===== config.mk =====
export PLATFORM = sky130hd
export DESIGN_NAME = intra_res_sad
export DESIGN_NICKNAME = d
export VERILOG_FILES = /design/src/rtl/intra_pred_pkg.sv /design/src/rtl/intra_row_sad.sv /design/src/rtl/intra_res_sad.sv
export SDC_FILE = /design/constraint.sdc
export NUM_CORES = 1
export LEC_CHECK = 0
export ABC_AREA = 0
export ABC_CLOCK_PERIOD_IN_PS = 19800
export CORE_UTILIZATION = 30
export CTS_BUF_LIST = sky130_fd_sc_hd__clkbuf_16
export DETAILED_ROUTE_END_ITERATION = 10
export GPL_TIMING_DRIVEN = 0
export PLACE_DENSITY = 0.62
export SLEW_MARGIN = 10
export SYNTH_ARGS = -nofsm -noshare
export SYNTH_HDL_FRONTEND = slang
export SYNTH_SLANG_ARGS = --single-unit

===== constraint.sdc =====
create_clock -name clk -period 19.8 [get_ports clk]
set_clock_uncertainty 0.05 [all_clocks]
set_input_delay 3.96 -clock clk [delete_from_list [all_inputs] [get_ports clk]]
set_output_delay 3.96 -clock clk [all_outputs]
set_load 0.01 [all_outputs]

===== src/rtl/intra_pred_pkg.sv =====
// Shared constants for the intra prediction residual/SAD path: default geometry,
// mode indices and the SAD accumulator width helper.
package intra_pred_pkg;

  localparam int unsigned DEF_BLK       = 8;
  localparam int unsigned DEF_BIT_DEPTH = 8;

  localparam int unsigned MODE_V  = 0;
  localparam int unsigned MODE_H  = 1;
  localparam int unsigned MODE_DC = 2;

  // Wide enough for BLK*BLK samples of |res| <= 2^bd - 1.
  function automatic int unsigned sad_width(input int unsigned bd, input int unsigned blk);
    return bd + 2 * $clog2(blk);
  endfunction

endpackage


===== src/rtl/intra_row_sad.sv =====
// One mode's row: full-precision signed residuals (mb - pred) and the row sum of
// absolute residuals. Purely combinational.
module intra_row_sad #(
  parameter int unsigned BLK       = 8,
  parameter int unsigned BIT_DEPTH = 8,
  parameter int unsigned SADW      = 14
) (
  input  logic [BLK*BIT_DEPTH-1:0]     mb,
  input  logic [BLK*BIT_DEPTH-1:0]     pred,
  output logic [BLK*(BIT_DEPTH+1)-1:0] res,
  output logic [SADW-1:0]              row_sad
);

  localparam int unsigned RW = BIT_DEPTH + 1;

  logic [RW-1:0] diff [BLK];
  logic [RW-1:0] mag  [BLK];

  always_comb begin
    res     = '0;
    row_sad = '0;
    for (int p = 0; p < BLK; p++) begin
      // Zero-extended subtraction never wraps: result spans -(2^BD-1)..+(2^BD-1).
      diff[p] = {1'b0, mb[p*BIT_DEPTH +: BIT_DEPTH]} - {1'b0, pred[p*BIT_DEPTH +: BIT_DEPTH]};
      mag[p]  = diff[p][RW-1] ? (~diff[p] + RW'(1)) : diff[p];
      res[p*RW +: RW] = diff[p];
      row_sad = row_sad + SADW'(mag[p]);
    end
  end

endmodule


===== src/rtl/intra_res_sad.sv =====
// Streaming residual generator with per-mode block SAD and best-mode selection.
// Optional build macro INTRA_RES_MODE_MASK_EN adds a per-block mode eligibility mask.
module intra_res_sad
  import intra_pred_pkg::*;
#(
  parameter int unsigned BLK       = DEF_BLK,
  parameter int unsigned BIT_DEPTH = DEF_BIT_DEPTH,
  parameter int unsigned NMODES    = 3
) (
  input  logic                                       clk,
  input  logic                                       reset,
  input  logic                                       in_valid,
  output logic                                       in_ready,
  input  logic [BLK*BIT_DEPTH-1:0]                   mb_row,
  input  logic [NMODES*BLK*BIT_DEPTH-1:0]            pred_row,
  output logic                                       res_valid,
  input  logic                                       res_ready,
  output logic [NMODES*BLK*(BIT_DEPTH+1)-1:0]        res_row,
  output logic [$clog2(BLK)-1:0]                     res_row_idx,
  output logic                                       res_last,
  output logic                                       sad_valid,
  output logic [NMODES*sad_width(BIT_DEPTH,BLK)-1:0] sad,
  output logic [$clog2(NMODES)-1:0]                  best_mode
`ifdef INTRA_RES_MODE_MASK_EN
  ,
  input  logic [NMODES-1:0]                          mode_mask
`endif
);

  localparam int unsigned IW   = $clog2(BLK);
  localparam int unsigned MW   = $clog2(NMODES);
  localparam int unsigned SADW = sad_width(BIT_DEPTH, BLK);
  localparam int unsigned RROW = BLK * (BIT_DEPTH + 1);
  localparam int unsigned PROW = BLK * BIT_DEPTH;

  logic [NMODES*RROW-1:0] row_res;
  logic [SADW-1:0]        row_sad [NMODES];
  logic [SADW-1:0]        acc_q   [NMODES];
  logic [SADW-1:0]        fin     [NMODES];
  logic [IW-1:0]          cnt_q;
  logic                   res_valid_q, sad_valid_q;
  logic [NMODES*RROW-1:0] res_row_q;
  logic [IW-1:0]          idx_q;
  logic [NMODES*SADW-1:0] sad_q;
  logic [MW-1:0]          best_q, best_d;
  logic [NMODES-1:0]      elig;
  logic                   accept, last_in;

  for (genvar m = 0; m < NMODES; m++) begin : g_mode
    intra_row_sad #(
      .BLK       (BLK),
      .BIT_DEPTH (BIT_DEPTH),
      .SADW      (SADW)
    ) u_row_sad (
      .mb      (mb_row),
      .pred    (pred_row[m*PROW +: PROW]),
      .res     (row_res[m*RROW +: RROW]),
      .row_sad (row_sad[m])
    );
  end

  assign in_ready = !res_valid_q || res_ready;
  assign accept   = in_valid && in_ready;
  assign last_in  = (cnt_q == IW'(BLK - 1));

`ifdef INTRA_RES_MODE_MASK_EN
  logic [NMODES-1:0] mask_q;
  // Row 0 sees the live mask; later rows use the copy captured at row 0.
  assign elig = (cnt_q == '0) ? mode_mask : mask_q;

  always_ff @(posedge clk) begin
    if (reset) begin
      mask_q <= '1;
    end else if (accept && cnt_q == '0) begin
      mask_q <= mode_mask;
    end
  end
`else
  assign elig = '1;
`endif

  // Block totals including the row being accepted; minimum search, ties to lowest index.
  always_comb begin
    logic            found;
    logic [SADW-1:0] best_val;
    found    = 1'b0;
    best_val = '0;
    best_d   = '0;
    for (int m = 0; m < NMODES; m++) begin
      fin[m] = acc_q[m] + row_sad[m];
      if (elig[m] && (!found || fin[m] < best_val)) begin
        found    = 1'b1;
        best_val = fin[m];
        best_d   = MW'(m);
      end
    end
  end

  always_ff @(posedge clk) begin
    if (reset) begin
      cnt_q       <= '0;
      res_valid_q <= 1'b0;
      res_row_q   <= '0;
      idx_q       <= '0;
      sad_valid_q <= 1'b0;
      sad_q       <= '0;
      best_q      <= '0;
      for (int m = 0; m < NMODES; m++) acc_q[m] <= '0;
    end else begin
      sad_valid_q <= 1'b0;
      if (accept) begin
        res_valid_q <= 1'b1;
        res_row_q   <= row_res;
        idx_q       <= cnt_q;
        cnt_q       <= cnt_q + IW'(1);
        if (last_in) begin
          for (int m = 0; m < NMODES; m++) begin
            sad_q[m*SADW +: SADW] <= fin[m];
            acc_q[m]              <= '0;
          end
          best_q      <= best_d;
          sad_valid_q <= 1'b1;
        end else begin
          for (int m = 0; m < NMODES; m++) acc_q[m] <= fin[m];
        end
      end else if (res_ready) begin
        res_valid_q <= 1'b0;
      end
    end
  end

  assign res_valid   = res_valid_q;
  assign res_row     = res_row_q;
  assign res_row_idx = idx_q;
  assign res_last    = (idx_q == IW'(BLK - 1));
  assign sad_valid   = sad_valid_q;
  assign sad         = sad_q;
  assign best_mode   = best_q;

endmodule


# Word-level counts from Yosys, hierarchy flattened
# Memory sizes are Yosys's and may differ from the RTL's.
# Cells that the tools add are included.
# Widths: inputs -> output; s select.
# op_classes
muxes,45
n_eq_ne,2
addsub,73
bitwise,30
n_lt_le_gt_ge,2
reduce_logical,5
# ops
op,n
$add 14x9->14,18
$add 9x1->9 const B,24
$mux 9,24
$not 9->9,24
$sub 8x8->9,24
$mux 14,7
$add 14x14->14,3
$add 9x9->10,3
$lt 14x14->1,2
$mux 1,13
$eq 3x3->1 const B,2
$or 1x1->1,6
$add 3x1->3 const B,1
$mux 2,1
$reduce_and 2->1,1
$reduce_bool 2->1,1
$logic_and 1x1->1,1
$logic_not 1->1,1
$logic_or 1x1->1,1
# word_totals
out_inout_bits,267
mem_bits_rw,42
input_bits,260
mem_count,1
word_cells,165
regBits,268
# mem_list
memory,depth,word_bits,rd,rd_clocked_by_memory_dff,wr,line,text
acc_q,3,14,3,0,3,intra_res_sad.sv:38,logic [SADW-1:0] acc_q [NMODES];

# Depth between registers and ports, before layout
# Gate-level depths: netlist of the first run.
# logic_depth
depth_word,16
mapped_depth,50
depth_no_buf,49

# Modules after synthesis
# A second synthesis of the first run with hierarchy kept.
# unflattened
hier_cells,3474
area_unflattened_um2,29782.3
# modules_own_cells
module,cells_per_inst,area_each_um2,seq_area_each_um2,n_inst
intra_res_sad,1075,12062.8,6626.4,1
intra_row_sad at g_mode[2].u_row_sad,807,5949.5,0.0,1
intra_row_sad at g_mode[0].u_row_sad,796,5888.1,0.0,1
intra_row_sad at g_mode[1].u_row_sad,796,5881.9,0.0,1

# Least setup slack after synthesis of the first run
# Ideal clock, no wire load.
# synth_timing
kind,input to register
startpoint,in mb_row[8]
endpoint,"reg best_q[0], in the netlist best_mode[0]"
slack_ns,5.799
n_path_buf,1
t_required_ns,19.634
path_stages,49
arrival_ns,13.835
setup_time_ns,0.116
path_cell_list,inv_1 -> ha_1 -> fa_1 -> nor2b_1 -> o21ai_0 -> a21boi_0 -> o21ai_0 -> a21boi_0 -> o21ai_1 -> nand2_1 -> mux2i_1 -> ha_1 -> a21o_1 -> a21oi_1 -> nor2_1 -> o21a_1 -> o21ai_0 -> nand2b_1 -> [13 not listed] -> ha_1 -> nand2_1 -> nor2_1 -> a221o_1 -> nor2_1 -> a221oi_4 -> o21ai_2 -> buf_6 -> mux2_4 -> ha_1 -> a21o_1 -> a21o_1 -> a211oi_1 -> o21a_1 -> o22ai_1 -> nor2_1 -> o21ai_0 -> a31o_2
# synth_between
elab_chain_len,16
word_cells_on_any_way,41
classes_between,add/sub (30); order compare (2); mux (6); bitwise (3)
# synth_rtl
item,line,text
"start, declared",intra_res_sad.sv:14,"input logic [BLK*BIT_DEPTH-1:0] mb_row,"
$sub 8x8->9,intra_row_sad.sv:24,"diff[p] = {1'b0, mb[p*BIT_DEPTH +: BIT_DEPTH]} - {1'b0, pred[p*BIT_DEPTH +: BIT_DEPTH]};"
$not 9->9,intra_row_sad.sv:25,mag[p] = diff[p][RW-1] ? (~diff[p] + RW'(1)) : diff[p];
$add 9x1->9,intra_row_sad.sv:25,
$mux 9,intra_row_sad.sv:25,
$add 9x9->10,intra_row_sad.sv:27,row_sad = row_sad + SADW'(mag[p]);
$add 14x9->14 (6 in a row),intra_row_sad.sv:27,
$add 14x14->14,intra_res_sad.sv:90,fin[m] = acc_q[m] + row_sad[m];
$lt 14x14->1,intra_res_sad.sv:91,if (elig[m] && (!found || fin[m] < best_val)) begin
$mux 14,intra_res_sad.sv:91,
$lt 14x14->1,intra_res_sad.sv:91,
$mux 2 (*),intra_res_sad.sv:91,
"end signal, assigned",intra_res_sad.sv:121,best_q <= best_d;
"end, declared",intra_res_sad.sv:45,"logic [MW-1:0] best_q, best_d;"
# Every way passes the cells marked *; elsewhere a longest branch is shown, timed or not.
# A chain may end at the register's enable or synchronous reset.

# Final worst setup path of the first run
# layout_timing
startpoint,in mb_row[9]
endpoint,"reg best_q[0], in the netlist best_mode[0]"
# Same word-level chain as after synthesis.

==> flow_metrics.tcl, run 1 <==
set metrics [dict create \
    cp_data_arrival_time_ps 16410 \
    synth_warnings 0 \
    synth-adder-area-share_pct 28.7 \
    n_fill_cell 9150 \
    multiInputGateArea_um2 18900 \
    slew_violations 0 \
    areaGrowthSynthToFinish_pct 30.2 \
    post_cts_buffers 0 \
    synth_seq_cells 310 \
    dieArea_um2 93100 \
    ys.flop_type "dfxtp_1" \
    seq_area_um2 6630 \
    critPathMaxFanout 10 \
    syn_inst 3088 \
    crit_path_end_kind "register" \
    initial_core_util_pct 30.4 \
    drive_above_1_share_pct 2.60 \
    clock_latency_ps 590 \
    nets 4440 \
    tritoncts "built" \
    layout_commonest_cell "clkdlybuf4s50_1" \
    crit_required_ps 20240 \
    async_reset_ff_share_pct 0 \
    syn_area_per_cell_um2 8.93 \
    worstSetupPathType "in -> reg" \
    io_buffers 525 \
    endpoint "best_mode[0]$_SDFFE_PP0P_" \
    grtUsageTotal_pct 24.1 \
    cap_violations 0 \
    drtIter0Drc 1587 \
    dp_hpwl_um 97500 \
    cp_slowest_cell "clkdlybuf4s50_1" \
    syn-num-nets 3868 \
    r2r_end "best_mode[0]$_SDFFE_PP0P_" \
    synth-edff-count 42 \
    cp-start-kind "input port" \
    rows 110 \
    firstDrtPassIters 5 \
    clockBufferDepth 3 \
    r2r_cells 31 \
    place_congestion 0.932 \
    die-height_um 305 \
    crit_start "mb_row[9]" \
    ys_seq_area_share_pct 24.0 \
    io_pins 527 \
    period_needed_ps 15970 \
    syn_area_um2 27600 \
    core_area_um2 90600 \
    grt_max_degree 30 \
    finalCritPeriodShare_pct 80.7 \
    cts_root_buf "clkbuf_16" \
    min_path_cells 2 \
    htree_levels 2 \
    hold_viol 0 \
    via_per_inst 4.99 \
    yosys.area.top_type "dfxtp_1" \
    finalSetupTns_ps 0 \
    synth_mux_area_share_pct 0.685 \
    status "completed" \
    wl_per_cell_um 23.4 \
    num_vias 24300 \
    setup_viol 0 \
    postRouteAntennaNets 0 \
    synth-simple-area-share_pct 10.1 \
    numCtsBuffers 43 \
    synth.top_cell.area_share_pct 19.5 \
    grt_pass1_wl_um 162000 \
    cts.sinks 310 \
    final_cell_mix "clkdlybuf4s50_1 (525), inv_1 (479), ha_1 (334)" \
    hp-class "reg -> reg" \
    postCtsHoldBufs 0 \
    clock.fmax_mhz 62.6 \
    grt_setup_unrepaired "false" \
    cp_slowest_stage_delay_ps 730 \
    die_w_um 305 \
    clk_pin_slew_worst_paths_ps 60 \
    regToRegSetupSlack_ps 11130 \
    whs_ps 402 \
    r2r-start "acc_q[0][16]$_SDFFCE_PN0P_" \
    synth_top_family_by_area "adder cells" \
    synth_xor_area_share_pct 10.4 \
    ctsResizeCount 0 \
    synth_area_leaders "dfxtp_1 (19%), ha_1 (15%), fa_1 (14%)" \
    drt_wl_total_um 114000 \
    synth_compound_area_share_pct 18.6 \
    drc 0 \
    first_global_vias 23600 \
    grt-ovfl-total 0 \
    grt_antenna_before_repair 10 \
    relSlewSlack_pct 21.2 \
    ys_types 59 \
    worstMarginPinSlew_ps 1180 \
]
==> routing by layer <==
metal  part of all wire, %  GRT usage, %
met2                    46          39.6
met4                   3.4          7.83
met3                   7.7          5.06
met1                    42          31.3
met5                 0.077             0
==> cells in the mapped netlist, types with 4 or more instances <==
library cell,number
buf_1,6
a21o_1,104
nor4b_1,8
a31oi_1,9
dfxtp_1,268
a21boi_0,10
o21ai_0,164
o21ai_1,4
nand2_1,231
a21oi_1,204
o21bai_1,52
nor2_1,123
clkbuf_1,63
mux2i_1,11
and2_1,20
nor3b_1,9
nor2b_1,30
or3_1,46
o311ai_0,6
o31ai_1,21
edfxtp_1,42
a211oi_1,9
nor3_1,30
ha_1,334
a22o_1,145
xor2_1,108
nand3b_1,16
nand3_1,44
xnor2_1,219
or4_1,8
fa_1,186
and3_1,4
o21a_1,13
inv_1,480
o41ai_1,7
o211ai_1,7
nand2b_1,12
nor4_1,4
==> stage by stage <==
stage               instances  cell area [um2]  worst slack (ps)  utilization, %
detailed placement       4791            34300              3240            37.9
CTS                      4871            35900              3820            39.6
global placement         4789            34300              3440            37.9
finish                   4875            35900              3830            39.6
floorplan                3088            27600              5800               -
global route             4874            35900              3070            39.6
==> critical path, delay by kind of cell <==
kind,cells,cell delay [ps]
AOI/OAI and AO/OA,21,4380
xor gates and xnor gates,2,980
adders and majority gates,9,3930
buffers and inverters,4,1220
muxes,2,600
and+or+nand+nor,11,1310
==> flip-flops by register name, indices dropped and copies added (netlist names) <==
name	count
acc_q	42
best_mode	2
cnt_q	3
res_row	216
res_row_idx	3
res_valid	1
sad	42
sad_valid	1
==> cells by family after synthesis <==
group / count (synthesis)
mux: 17
simple gates: 593
fa+ha+maj: 520
compound gates: 771
flops: 310
buf+inv: 550
xor+xnor: 327
==> area by class of cell <==
cell class,instances,share of cell area [%]
Multi-Input combinational cell,2228,52.6
Sequential cell,310,18.5
Timing Repair Buffer,527,14.7
Inverter,480,5.02
Tap cell,1176,4.10
Clock buffer,46,3.21
Clock inverter,34,1.12
Buffer,70,0.753
Antenna cell,4,0.0279
==> worst min path at each step <==
stage / from / endpoint / slack (ps)
global route: sad[16]$_SDFFE_PP0P_ / sad[16]$_SDFFE_PP0P_ / 430
floorplan: cnt_q[1]$_SDFFE_PP0P_ / res_row_idx[1]$_SDFFE_PP0P_ / 420
detailed placement: res_row[20]$_SDFFE_PP0P_ / res_row[20]$_SDFFE_PP0P_ / 390
CTS: res_row[20]$_SDFFE_PP0P_ / res_row[20]$_SDFFE_PP0P_ / 410
finish: sad[36]$_SDFFE_PP0P_ / sad[36]$_SDFFE_PP0P_ / 400
global placement: res_row[155]$_SDFFE_PP0P_ / res_row[155]$_SDFFE_PP0P_ / 380
Power of run 1 is left out: the tool's default activity adds up to more than one toggle a clock period on the data nets, which glitch-free logic cannot reach.
==> inputs of run 2 (changes only) <==
--- a/config.mk
+++ b/config.mk
@@ -6,7 +6,7 @@
 export NUM_CORES = 1
 export LEC_CHECK = 0
 export ABC_AREA = 0
-export ABC_CLOCK_PERIOD_IN_PS = 19800
+export ABC_CLOCK_PERIOD_IN_PS = 14800
 export CORE_UTILIZATION = 30
 export CTS_BUF_LIST = sky130_fd_sc_hd__clkbuf_16
 export DETAILED_ROUTE_END_ITERATION = 10
==> constraint.sdc (replaced) <==
create_clock -name clk -period 14.8 [get_ports clk]
set_clock_uncertainty 0.05 [all_clocks]
set_input_delay 2.96 -clock clk [delete_from_list [all_inputs] [get_ports clk]]
set_output_delay 2.96 -clock clk [all_outputs]
set_load 0.01 [all_outputs]
==> flow_metrics.tcl, run 2 (synthesized netlist as in run 1, its figures left out) <==
set metrics [dict create \
    status "completed" \
    cp_data_arrival_time_ps 14670 \
    cap_violations 0 \
    clock_latency_ps 590 \
    dp_slack_ps -759 \
    cts.sinks 310 \
    die_w_um 305 \
    critPathMaxFanout 10 \
    grt_antenna_before_repair 10 \
    postRouteAntennaNets 0 \
    num_vias 24300 \
    grt_pass1_wl_um 162000 \
    drive_above_1_share_pct 3.08 \
    finalCritPeriodShare_pct 96.1 \
    via_per_inst 4.99 \
    clockBufferDepth 3 \
    clock.fmax_mhz 70.3 \
    setup_viol 0 \
    first_global_vias 23600 \
    largest_reg_flops 216 \
    place_congestion 0.932 \
    crit_path_end_kind "register" \
    worstSetupPathType "in -> reg" \
    htree_levels 2 \
    period_needed_ps 14230 \
    numCtsBuffers 43 \
    firstDrtPassIters 5 \
    cts_root_buf "clkbuf_16" \
    setup_slack_ps 570 \
    postCtsHoldBufs 0 \
    drtIter0Drc 1592 \
    dp_hpwl_um 97500 \
    wl_per_cell_um 23.3 \
    final_cell_mix "clkdlybuf4s50_1 (523), inv_1 (479), ha_1 (334)" \
    dieArea_um2 93100 \
    rows 110 \
    worstMarginPinSlew_ps 1190 \
    hp-class "reg -> reg" \
    io_pins 527 \
    initial_core_util_pct 30.4 \
    die-height_um 305 \
    areaGrowthSynthToFinish_pct 30.7 \
    grt_max_degree 30 \
    drc 0 \
    dp_cells 4791 \
    core_area_um2 90600 \
    layout_commonest_cell "clkdlybuf4s50_1" \
    final-instance-count-excl-fill 4881 \
    crit_required_ps 15240 \
    cp_slowest_stage_delay_ps 750 \
    slew_violations 0 \
    relSlewSlack_pct 20.8 \
    n_fill_cell 9137 \
    hold_viol 0 \
    cp-start-kind "input port" \
    clk_pin_slew_worst_paths_ps 60 \
    fin_util_pct 39.8 \
    tritoncts "built" \
    io_buffers 525 \
    cp_slowest_cell "xor2_1" \
    grt-ovfl-total 0 \
    drt_wl_total_um 114000 \
    grtUsageTotal_pct 24.1 \
    nets 4446 \
]
run 2: cell types whose count changed in the layout (fill, tap and decap cells not counted), moves of 2 or more:
cell / previous run / this run
xor2_1: 108 / 103
buf_4: 0 / 6
dlymetal6s2s_1: 0 / 2
xor2_2: 0 / 5
clkdlybuf4s50_1: 525 / 523
mux2i_1: 11 / 8
mux2i_2: 0 / 3
run 2: critical path, delay by kind of cell:
family	cells	cell delay, ps
AO/OA/AOI/OAI	22	4130
XOR/XNOR	2	1030
adder cells (fa/ha/maj)	10	4120
buffers and inverters	5	970
multiplexers	2	620
AND/OR/NAND/NOR	6	820
run 2: area by class of cell:
class	count	area, um2	share of cell area (%)
clock inverters	34	403	1.12
inverters	480	1800	5.00
well taps	1176	1470	4.09
repair buffers	533	5340	14.8
flip-flops and latches	310	6630	18.4
diodes	4	10.0	0.0278
clock buffers	46	1150	3.20
multi-input cells	2228	18900	52.6
plain buffers	70	270	0.750
run 2: worst paths after layout:
path / from / to / slack, ps / cells after the start
worst max register to register: acc_q[0][16]$_SDFFCE_PN0P_ / best_mode[0]$_SDFFE_PP0P_ / 6570 / 31
worst max-delay path: mb_row[8] / best_mode[0]$_SDFFE_PP0P_ / 570 / 47
worst min register to register: sad[36]$_SDFFE_PP0P_ / sad[36]$_SDFFE_PP0P_ / 400 / 2
worst min-delay path: sad[36]$_SDFFE_PP0P_ / sad[36]$_SDFFE_PP0P_ / 400 / 2
run 2: through the flow:
stage | setup TNS (ps) | hold WS, ps | instance area [um2]
after floorplan | 0 | 419 | 27600
after global placement | -1060 | 383 | 34300
after detailed placement | -1440 | 392 | 34300
after CTS | 0 | 405 | 35900
after global routing | -26.7 | 427 | 36000
final | 0 | 402 | 36000
run 2: timing repair:
| item | in CTS | in global routing |
|---|---|---|
| resized for setup | 3 | 14 |
| pin swaps | 0 | 4 |
| endpoints found under the setup margin | 2 | 2 |
| buffers inserted | 0 | 6 |
run 2: routing by layer:
layer  global-route usage, %  up-vias  share of wire, %
li1                        -    11600                 -
met1                    31.3    11700                42
met2                    39.5      868                46
met3                    5.06      161               7.8
met4                    8.06       12               3.5
met5                       0        -             0.077
Power of run 2 is left out for the same reason.
